### config.mk
export PLATFORM = sky130hd
export DESIGN_NAME = band_scale_ramp
export DESIGN_NICKNAME = d
export VERILOG_FILES = /design/src/rtl/band_scale_ramp.sv
export SDC_FILE = /design/constraint.sdc
export NUM_CORES = 1
export LEC_CHECK = 0
export CORE_MARGIN = 2
export CORE_UTILIZATION = 50
export DETAILED_ROUTE_END_ITERATION = 6
export HOLD_SLACK_MARGIN = 0.02
export PLACE_DENSITY = 0.79
export RECOVER_POWER = 50
export SKIP_LAST_GASP = 1
export SYNTH_ARGS = -nofsm -noshare
export SYNTH_HDL_FRONTEND = slang
export SYNTH_HIERARCHICAL = 1
export SYNTH_SLANG_ARGS = --single-unit
export TNS_END_PERCENT = 20
### constraint.sdc
create_clock -name clk -period 5.1 [get_ports clk]
set_input_delay 0.51 -clock clk [delete_from_list [all_inputs] [get_ports clk]]
set_output_delay 0.51 -clock clk [all_outputs]
set_load 0.01 [all_outputs]
### src/rtl/band_scale_ramp.sv
// Equalizer band gain stage: ramped pot gain applied to NUM_CH lanes with
// saturation, a 3-stage valid pipeline, mute and a sticky clip counter.
module band_scale_lane #(
  parameter int AUDIO_W    = 16,
  parameter int GAIN_W     = 12,
  parameter int FRAC_SHIFT = 10
) (
  input  logic               clk,
  input  logic               rst_n,
  input  logic               en2_i,
  input  logic               en3_i,
  input  logic [GAIN_W-1:0]  gain_i,
  input  logic [AUDIO_W-1:0] audio_i,
  output logic [AUDIO_W-1:0] out_o,
  output logic               sat_o
);
  localparam int PW = AUDIO_W + GAIN_W + 1;

  logic signed [PW-1:0]   g_ext, a_ext, prod_q, shifted;
  logic [PW-AUDIO_W:0]    upper;
  logic                   ovf;

  assign g_ext   = {{(AUDIO_W+1){1'b0}}, gain_i};
  assign a_ext   = {{(GAIN_W+1){audio_i[AUDIO_W-1]}}, audio_i};
  assign shifted = prod_q >>> FRAC_SHIFT;
  // In range only when every bit from the sign down to bit AUDIO_W-1 agrees
  assign upper   = shifted[PW-1:AUDIO_W-1];
  assign ovf     = !((&upper) || !(|upper));

  always_ff @(posedge clk or negedge rst_n) begin
    if (!rst_n) begin
      prod_q <= '0;
      out_o  <= '0;
      sat_o  <= 1'b0;
    end else begin
      if (en2_i) prod_q <= g_ext * a_ext;
      if (en3_i) begin
        sat_o <= ovf;
        if (ovf) out_o <= shifted[PW-1] ? {1'b1, {(AUDIO_W-1){1'b0}}}
                                        : {1'b0, {(AUDIO_W-1){1'b1}}};
        else     out_o <= shifted[AUDIO_W-1:0];
      end
    end
  end
endmodule

module band_scale_ramp #(
  parameter int NUM_CH     = 2,
  parameter int AUDIO_W    = 16,
  parameter int POT_W      = 24,
  parameter int GAIN_W     = 12,
  parameter int FRAC_SHIFT = 10,
  parameter int RAMP_STEP  = 16,
  parameter int CLIP_W     = 8
) (
  input  logic                      clk,
  input  logic                      rst_n,
  input  logic [POT_W-1:0]          pot,
  input  logic                      pot_vld,
  input  logic                      mute,
  input  logic                      vld_in,
  input  logic [NUM_CH*AUDIO_W-1:0] audio_in,
  output logic                      vld_out,
  output logic [NUM_CH*AUDIO_W-1:0] audio_out,
  output logic [NUM_CH-1:0]         sat_out,
  output logic                      ramping,
  output logic [GAIN_W-1:0]         gain_cur,
  input  logic                      clr_clip,
  output logic [CLIP_W-1:0]         clip_cnt
);
  localparam int STAGES = 3;
  localparam logic [1:0] S_HOLD = 2'd0, S_UP = 2'd1, S_DOWN = 2'd2;
  localparam logic [GAIN_W-1:0] STEP     = GAIN_W'(RAMP_STEP);
  localparam logic [CLIP_W-1:0] CLIP_MAX = '1;

  logic [GAIN_W-1:0] target_q, gain_q, gain_d, eff_target, diff;
  logic [1:0]        state;

  assign eff_target = mute ? '0 : target_q;

  always_comb begin
    state = S_HOLD;
    if (gain_q < eff_target)      state = S_UP;
    else if (gain_q > eff_target) state = S_DOWN;
  end

  // Clamp the last step onto the target so the ramp never overshoots or wraps
  always_comb begin
    gain_d = gain_q;
    diff   = '0;
    case (state)
      S_UP: begin
        diff   = eff_target - gain_q;
        gain_d = (diff <= STEP) ? eff_target : gain_q + STEP;
      end
      S_DOWN: begin
        diff   = gain_q - eff_target;
        gain_d = (diff <= STEP) ? eff_target : gain_q - STEP;
      end
      default: gain_d = gain_q;
    endcase
  end

  always_ff @(posedge clk or negedge rst_n) begin
    if (!rst_n) begin
      target_q <= '0;
      gain_q   <= '0;
    end else begin
      if (pot_vld) target_q <= pot[POT_W-1 -: GAIN_W];
      if (vld_in)  gain_q   <= gain_d;
    end
  end

  assign ramping  = (state != S_HOLD);
  assign gain_cur = gain_q;

  logic [STAGES:0]                     vld_pipe;
  logic [STAGES-1:0]                   vld_q;
  logic [NUM_CH-1:0][AUDIO_W-1:0]      audio_q, out_arr;
  logic [GAIN_W-1:0]                   gain_s1_q;

  assign vld_pipe = {vld_q, vld_in};

  always_ff @(posedge clk or negedge rst_n) begin
    if (!rst_n) begin
      vld_q     <= '0;
      audio_q   <= '0;
      gain_s1_q <= '0;
    end else begin
      vld_q <= vld_pipe[STAGES-1:0];
      if (vld_in) begin
        audio_q   <= audio_in;
        gain_s1_q <= gain_q;
      end
    end
  end

  for (genvar i = 0; i < NUM_CH; i++) begin : g_lane
    band_scale_lane #(
      .AUDIO_W(AUDIO_W), .GAIN_W(GAIN_W), .FRAC_SHIFT(FRAC_SHIFT)
    ) u_lane (
      .clk(clk), .rst_n(rst_n),
      .en2_i(vld_pipe[1]), .en3_i(vld_pipe[2]),
      .gain_i(gain_s1_q), .audio_i(audio_q[i]),
      .out_o(out_arr[i]), .sat_o(sat_out[i])
    );
  end

  assign vld_out   = vld_pipe[STAGES];
  assign audio_out = out_arr;

  logic [CLIP_W-1:0] clip_q;
  always_ff @(posedge clk or negedge rst_n) begin
    if (!rst_n)                                          clip_q <= '0;
    else if (clr_clip)                                   clip_q <= '0;
    else if (vld_out && (|sat_out) && clip_q != CLIP_MAX) clip_q <= clip_q + 1'b1;
  end
  assign clip_cnt = clip_q;
endmodule

==> results of run 1 <==
[cell type report]
cell class,count,area share
Clock buffer,20,0.0169
Clock inverter,12,0.00558
Inverter,504,0.0736
Multi-Input combinational cell,1587,0.621
Sequential cell,151,0.147
Tap cell,585,0.0284
Timing Repair Buffer,318,0.107
[worst max-delay path by stage]
| stage | end | from | slack [ps] |
|---|---|---|---|
| 2_1_floorplan | g_lane[1].u_lane/prod_q[23]$_DFFE_PN0P_ | gain_s1_q[1]$_DFFE_PN0P_ | -10 |
| 3_3_place_gp | g_lane[0].u_lane/prod_q[27]$_DFFE_PN0P_ | gain_s1_q[2]$_DFFE_PN0P_ | -230 |
| 3_5_place_dp | g_lane[0].u_lane/prod_q[27]$_DFFE_PN0P_ | gain_s1_q[2]$_DFFE_PN0P_ | -370 |
| 4_1_cts | g_lane[1].u_lane/prod_q[23]$_DFFE_PN0P_ | gain_s1_q[2]$_DFFE_PN0P_ | -340 |
| 5_1_grt | g_lane[1].u_lane/prod_q[25]$_DFFE_PN0P_ | gain_s1_q[1]$_DFFE_PN0P_ | -520 |
| 6_report | g_lane[1].u_lane/prod_q[25]$_DFFE_PN0P_ | gain_s1_q[2]$_DFFE_PN0P_ | -320 |
[kinds of logic after synthesis]
family          synth area share
xor+xnor                  0.0202
simple gates               0.152
fa+ha+maj                  0.418
mux                       0.0458
compound gates            0.0859
buf+inv                    0.103
flops                      0.174
[registers in the layout (all words and copies together), names as in the netlist]
register and count:
vld_q 3, audio_q 32, clip_cnt 8, target_q 12, gain_s1_q 12, g_lane.u_lane/sat_o 2, g_lane.u_lane/prod_q 38, g_lane.u_lane/out_o 32
gain_cur 12
[stage by stage]
stage	std cells	util	cell area [µm²]	hold WS (ps)	setup TNS, ps
floorplan	2326	-	22000	214	-35.6
global placement	3132	0.581	24900	455	-3490
detailed placement	3132	0.581	24900	458	-6650
CTS	3172	0.598	25700	479	-6450
global route	3177	0.601	25800	515	-13720
finish	3177	0.601	25800	485	-6680
[worst min-delay path, stage by stage (launching register included)]
cell,delay [ps]
dfrtp_1,340
nand2_1,60
o31ai_1,50
[Yosys cell counts, drive strengths merged, types with 4 or more instances]
master / instances / share of area
a2111oi: 5 / 0.0029
a211oi: 10 / 0.0037
a21boi: 5 / 0.0017
a21o: 19 / 0.0066
a21oi: 95 / 0.022
and2: 187 / 0.054
and3: 11 / 0.0032
clkbuf: 81 / 0.015
dfrtp: 151 / 0.17
fa: 354 / 0.33
ha: 157 / 0.091
inv: 503 / 0.087
mux2: 78 / 0.041
mux2i: 11 / 0.0051
nand2: 285 / 0.050
nand2b: 15 / 0.0043
nand3: 21 / 0.0049
nand4: 20 / 0.0061
nor2: 73 / 0.013
nor2b: 13 / 0.0038
nor3: 17 / 0.0039
o2111ai: 4 / 0.0016
o211ai: 10 / 0.0037
o21a: 15 / 0.0052
o21ai: 32 / 0.0077
o21bai: 10 / 0.0036
o221ai: 4 / 0.0016
o311ai: 4 / 0.0016
o31ai: 12 / 0.0048
or3: 10 / 0.0034
xnor2: 33 / 0.013
xor2: 17 / 0.0069
[what timing repair did]
item	4_1_cts	5_1_grt
gates resized for setup	30	18
endpoints found under the hold margin	39	0
gates cloned	0	0
hold buffers	1	0
buffers inserted	7	5
pin swaps	20	12
setup endpoints to repair	32	36
[routing by layer]
layer | share of wire | vias to the layer above | wire length (µm)
met5 | 0 | - | 0
met4 | 0.028 | 0 | 1410
met3 | 0.055 | 89 | 2790
met2 | 0.48 | 457 | 24700
met1 | 0.43 | 8428 | 22200
li1 | - | 7714 | -
==> results.txt, run 1 <==
Number of enable flip-flop cells after synthesis = 0
Final nets = 3,152
Slowest library cell on the worst path = dfrtp_4
Sequential cell area = 3790 µm²
GRT busiest layer = met2
Clock Tree Root = clkbuf_16
H-Tree Depth = 4
Synthesized area per cell = 9.31 µm²
GPL Wtd Cong = 0.896
Die width = 212 µm
Core area = 42,900 µm²
Final-report hold violation count = 0
Yosys reg bits = 151
Worst hold path endpoint = g_lane[0].u_lane/prod_q[15]$_DFFE_PN0P_
IO Count = 118
Clk pin slew, worst setup/hold paths = 80 ps
Clock Tree Buf Depth = 2
CTS tree = yes
Die area = 45,000 µm²
Initial antenna violation count = 0
Pins Over Slew Limit = 90
Fmax = 184 MHz
# DRC = 0
R2R Path End = g_lane[1].u_lane/prod_q[25]$_DFFE_PN0P_
Area grow syn2layout = 19.0%
Critical Path, Cell by Cell = buf_6 -> and2_1 -> fa_1 -> inv_1 -> fa_1 -> inv_1 -> fa_1 -> fa_1 -> inv_1 -> fa_1 -> inv_1 -> ha_4 -> and3_4 -> o211a_4 -> nand4_1 -> o21ai_2 -> a311o_2 -> or4b_1 -> o211ai_1
Layout cell share with drive strength beyond 1 = 0.160
Post-route minimum period = 5420 ps
CP required = 5500 ps
CP startpoint kind = register
Global route overflow = 0
Initial Util = 0.505
Max-cap violations = 2
Sequential-to-total area share from yosys stat = 0.174
GR Util met1 = 0.320
Total Routed Length = 51.1 mm
Critical Path Stages = 19
Grt met2 use = 0.406
Detailed Route Iter0 Violations = 1,010
Mapped cell area = 21,700 µm²
Ys Warns = 6
Worst-path fanout max = 6
Antenna-violating nets left = 0
I/O Buffers = 105
Via Count = 16,700
Pin count of the biggest net entering global routing = 68
Slew margin rel. = -0.917
Clk sinks = 151
Hold depth = 2
Setup violations, final = 33
Hold crit path type = reg2reg
Die H = 212 µm
Critical path class = reg2reg
Cells after Synth = 2,326
Crit-path most repeated cell = fa_1
Most common cell after layout, fill and taps aside = inv_1
Worst Max-Slew Pin Slew = 2880 ps
Grt met3 use = 0.0458
Status = complete, but fails checks
Row count = 76
Arrival time worst endpoint = 5820 ps
Avg Vias per Cell = 5.25
Reg2Reg Setup Slack = -320 ps
Combined area of the multi-input logic cells = 16,000 µm²
Worst reg2reg path depth = 19
Largest stage delay, worst path = 540 ps
Prevailing post-synth register cell = dfrtp_1
Post-synth cell types = 88
Violated checks = capacitance limit, slew limit, setup timing
CTS Buf Count = 17
RSZ-0062 raised after global routing = yes
Clk Latency, worst-skew pair = 500 ps
Place WS = -373 ps
Post-synthesis net count = 2,899
Worst Skew = 24.2 ps
Period utilisation layout = 1.06
CP Buf/Inv Count = 5
Total GRT Usage = 0.245
Vias in the first global route = 18,200
FFs w/ async S/R, synth = 1.00
Worst Setup End Kind = register
Most frequent cells in the layout = inv_1, fa_1, nand2_1, buf_4, and2_1
Fillers = 3,475
Reg-to-reg startpoint = gain_s1_q[2]$_DFFE_PN0P_
Routed wire length per instance = 16.1 µm
Worst hold start = g_lane[0].u_lane/prod_q[15]$_DFFE_PN0P_
First-pass GRT wire length = 87.6 mm
N_diodes = 0
Largest delay share family, worst path = adder cells
Final HPWL DP = 42.0 mm
Drt pass-1 iters = 7
Final worst slack = -321 ps
Power of run 1 is not shown: default switching activity piles up to over one toggle a cycle in this logic, so the estimate is an artifact.
==> run 2, diff against run 1 <==
Settings changed: CORE_UTILIZATION 50 to 55, PLACE_DENSITY 0.79 to 0.85, SKIP_LAST_GASP 1 to default, TNS_END_PERCENT 20 to 10.
==> run 2 against run 1 <==
- the flow still finishes with violations (capacitance limit, slew limit, setup timing)
- non-clock buffer count increased by 6
- first-iteration DRC count fell by 2.8%
- die area fell by 8.9%
- sequential share of layout area fell by 0.053 points
- count of clock-buffer cells in the layout decreased by 2
- critical endpoint is now g_lane[0].u_lane/prod_q[24]$_DFFE_PN0P_
- clock skew down 12 ps
- highest routed layer unchanged
- via count grew 1.5%
- register-to-register slack lost 40 ps
==> results.txt, run 2 (synthesis results as in run 1) <==
Worst Setup End Kind = register
Die area = 41,000 µm² (-8.9%)
Via Count = 16,900 (+1.5%)
Reg-to-reg startpoint = gain_s1_q[2]$_DFFE_PN0P_
Wire length on met2 = 26.3 mm (+6.5%)
Final HPWL DP = 42.1 mm (+0.30%)
Worst reg2reg path depth = 19 (unchanged)
CTS tree = yes
Hold crit path type = reg2reg
CP startpoint kind = register
Global route overflow = 0 (unchanged)
Sequential cell area = 3790 µm² (unchanged)
R2R Path End = g_lane[0].u_lane/prod_q[24]$_DFFE_PN0P_
CP required = 5410 ps (-90 ps)
Layout cell share with drive strength beyond 1 = 0.171 (+0.0112)
I/O Buffers = 105 (unchanged)
Drt pass-1 iters = 5 (-2)
H-Tree Depth = 4 (unchanged)
Clock Tree Root = clkbuf_16
Fillers = 2,785 (-20%)
Slew margin rel. = -0.910 (+0.00681)
Status = complete, but fails checks
Most common cell after layout, fill and taps aside = inv_1
Violated checks = capacitance limit, slew limit, setup timing
Total Routed Length = 52.4 mm (+2.6%)
Antenna-violating nets left = 0 (unchanged)
IO Count = 118 (unchanged)
Hold depth = 2 (unchanged)
Final worst slack = -364 ps (-43.8 ps)
Combined area of the multi-input logic cells = 16,100 µm² (+0.60%)
RSZ-0062 raised after global routing = yes
Biggest register = g_lane.u_lane/prod_q
Setup violations, final = 29 (-12%)
Worst Skew = 12.5 ps (-11.7 ps)
Die width = 202 µm (-4.6%)
Area grow syn2layout = 19.5%
GPL Wtd Cong = 0.918 (+2.5%)
First-pass GRT wire length = 89.5 mm (+2.1%)
Post-route minimum period = 5460 ps (+43.8 ps)
Worst hold start = g_lane[0].u_lane/prod_q[18]$_DFFE_PN0P_
# DRC = 0 (unchanged)
Hold_ws = 484 ps (-0.730 ps)
Critical path class = reg2reg
Worst hold path endpoint = g_lane[0].u_lane/prod_q[18]$_DFFE_PN0P_
Vias in the first global route = 18,700 (+3.1%)
Reg2Reg Setup Slack = -360 ps (-40 ps)
Total GRT Usage = 0.270 (+0.0251)
Max-cap violations = 2 (unchanged)
Most frequent cells in the layout = inv_1, fa_1, nand2_1, buf_4, and2_1
Clk sinks = 151 (unchanged)
Pins Over Slew Limit = 98 (+8.9%)
Biggest registers after layout = g_lane.u_lane/prod_q: 38 flops, audio_q: 32 flops, g_lane.u_lane/out_o: 32 flops
Clock Tree Buf Depth = 2 (unchanged)
Initial antenna violation count = 0 (unchanged)
Placed Cells incl. Taps = 3,071 (-1.9%)
Clk Latency, worst-skew pair = 470 ps (-30 ps)
Die H = 202 µm (-4.6%)
Metal1 wirelength = 21.6 mm (-2.6%)
Initial Util = 0.559 (+0.0541)
Period utilisation layout = 1.07 (+0.00858)
Top routing layer in use = met4
Final nets = 3,158 (+0.19%)
Max FFs per register = 38 (unchanged)
Detailed Route Iter0 Violations = 982 (-2.8%)
N_diodes = 0 (unchanged)
Final-report hold violation count = 0 (unchanged)
Finished Layout Cells = 3,116 (-1.9%)
CTS Buf Count = 17 (unchanged)
Pin count of the biggest net entering global routing = 65 (-4.4%)
Worst Max-Slew Pin Slew = 2870 ps (-10.2 ps)
Arrival time worst endpoint = 5780 ps (-40 ps)
Routed wire length per instance = 16.8 µm (+4.6%)
Worst-path fanout max = 5 (-1)
Row count = 72 (-5.3%)
Core area = 38,700 µm² (-9.7%)
Fmax = 183 MHz (-0.80%)
Clk pin slew, worst setup/hold paths = 70 ps (about the same)
Avg Vias per Cell = 5.44 (+3.5%)
Met3 WL = 2.99 mm (+7.4%)
==> run 2: cell count changes in the layout (fill, tap and decap cells not counted), sizes merged <==
| cell | previous run | this run |
|---|---|---|
| inv | 508 | 510 |
| clkinv | 1 | 6 |
| clkbuf | 24 | 22 |
| clkinvlp | 5 | 0 |
| buf | 210 | 216 |
==> run 2: worst max-delay path: stages (launching register included) <==
cell and delay, ps:
dfrtp_2 440, buf_4 150, and2_1 140, fa_1 510, inv_1 60, fa_1 530, inv_1 50, fa_1 480
fa_1 530, inv_1 60, fa_1 520, inv_2 50, ha_4 280, inv_2 50, o41ai_4 360, o2111a_2 320
o31ai_4 110, a211oi_4 320, mux2i_1 240, o311ai_1 120
==> run 2: worst max path at each step <==
stage,from,end,slack (ps),depth (start not counted)
floorplan,gain_s1_q[2]$_DFFE_PN0P_,g_lane[0].u_lane/prod_q[27]$_DFFE_PN0P_,-10,19
global placement,gain_s1_q[4]$_DFFE_PN0P_,g_lane[0].u_lane/prod_q[24]$_DFFE_PN0P_,-170,18
detailed placement,gain_s1_q[4]$_DFFE_PN0P_,g_lane[0].u_lane/prod_q[26]$_DFFE_PN0P_,-280,17
CTS,gain_s1_q[3]$_DFFE_PN0P_,g_lane[0].u_lane/prod_q[28]$_DFFE_PN0P_,-270,18
global route,gain_s1_q[1]$_DFFE_PN0P_,g_lane[1].u_lane/prod_q[25]$_DFFE_PN0P_,-530,19
finish,gain_s1_q[2]$_DFFE_PN0P_,g_lane[0].u_lane/prod_q[24]$_DFFE_PN0P_,-360,19
==> run 2: what timing repair did <==
item | 4_1_cts | 5_1_grt
endpoints found under the hold margin | 47 | 0
endpoints found under the setup margin | 31 | 35
gates resized for setup | 38 | 38
pin swaps | 29 | 28
hold buffers | 1 | 0
setup buffers | 7 | 5
==> run 2: metrics by stage <==
step           utilization  worst slack (ps)  TNS, ps  instance area [µm²]
2_1_floorplan            -             -13.6    -52.9                22000
3_3_place_gp         0.642              -165    -2060                24900
3_5_place_dp         0.642              -279    -5200                24900
4_1_cts              0.664              -270    -4230                25700
5_1_grt              0.668              -533   -12040                25900
6_report             0.668              -364    -5980                25900
==> run 2: layout make-up <==
class                   count  area share
clock inverters            14     0.00725
multi-input cells        1587       0.622
repair buffers            324       0.109
well taps                 518      0.0251
inverters                 504      0.0732
clock buffers              18      0.0166
flip-flops and latches    151       0.147
==> run 2: layer usage <==
metal / track usage / vias to the layer above
li1: - / 7729
met2: 0.465 / 593
met3: 0.0439 / 116
met4: 0.0993 / 0
met1: 0.345 / 8501
met5: 0 / -
Power of run 2 is left out for the same reason.
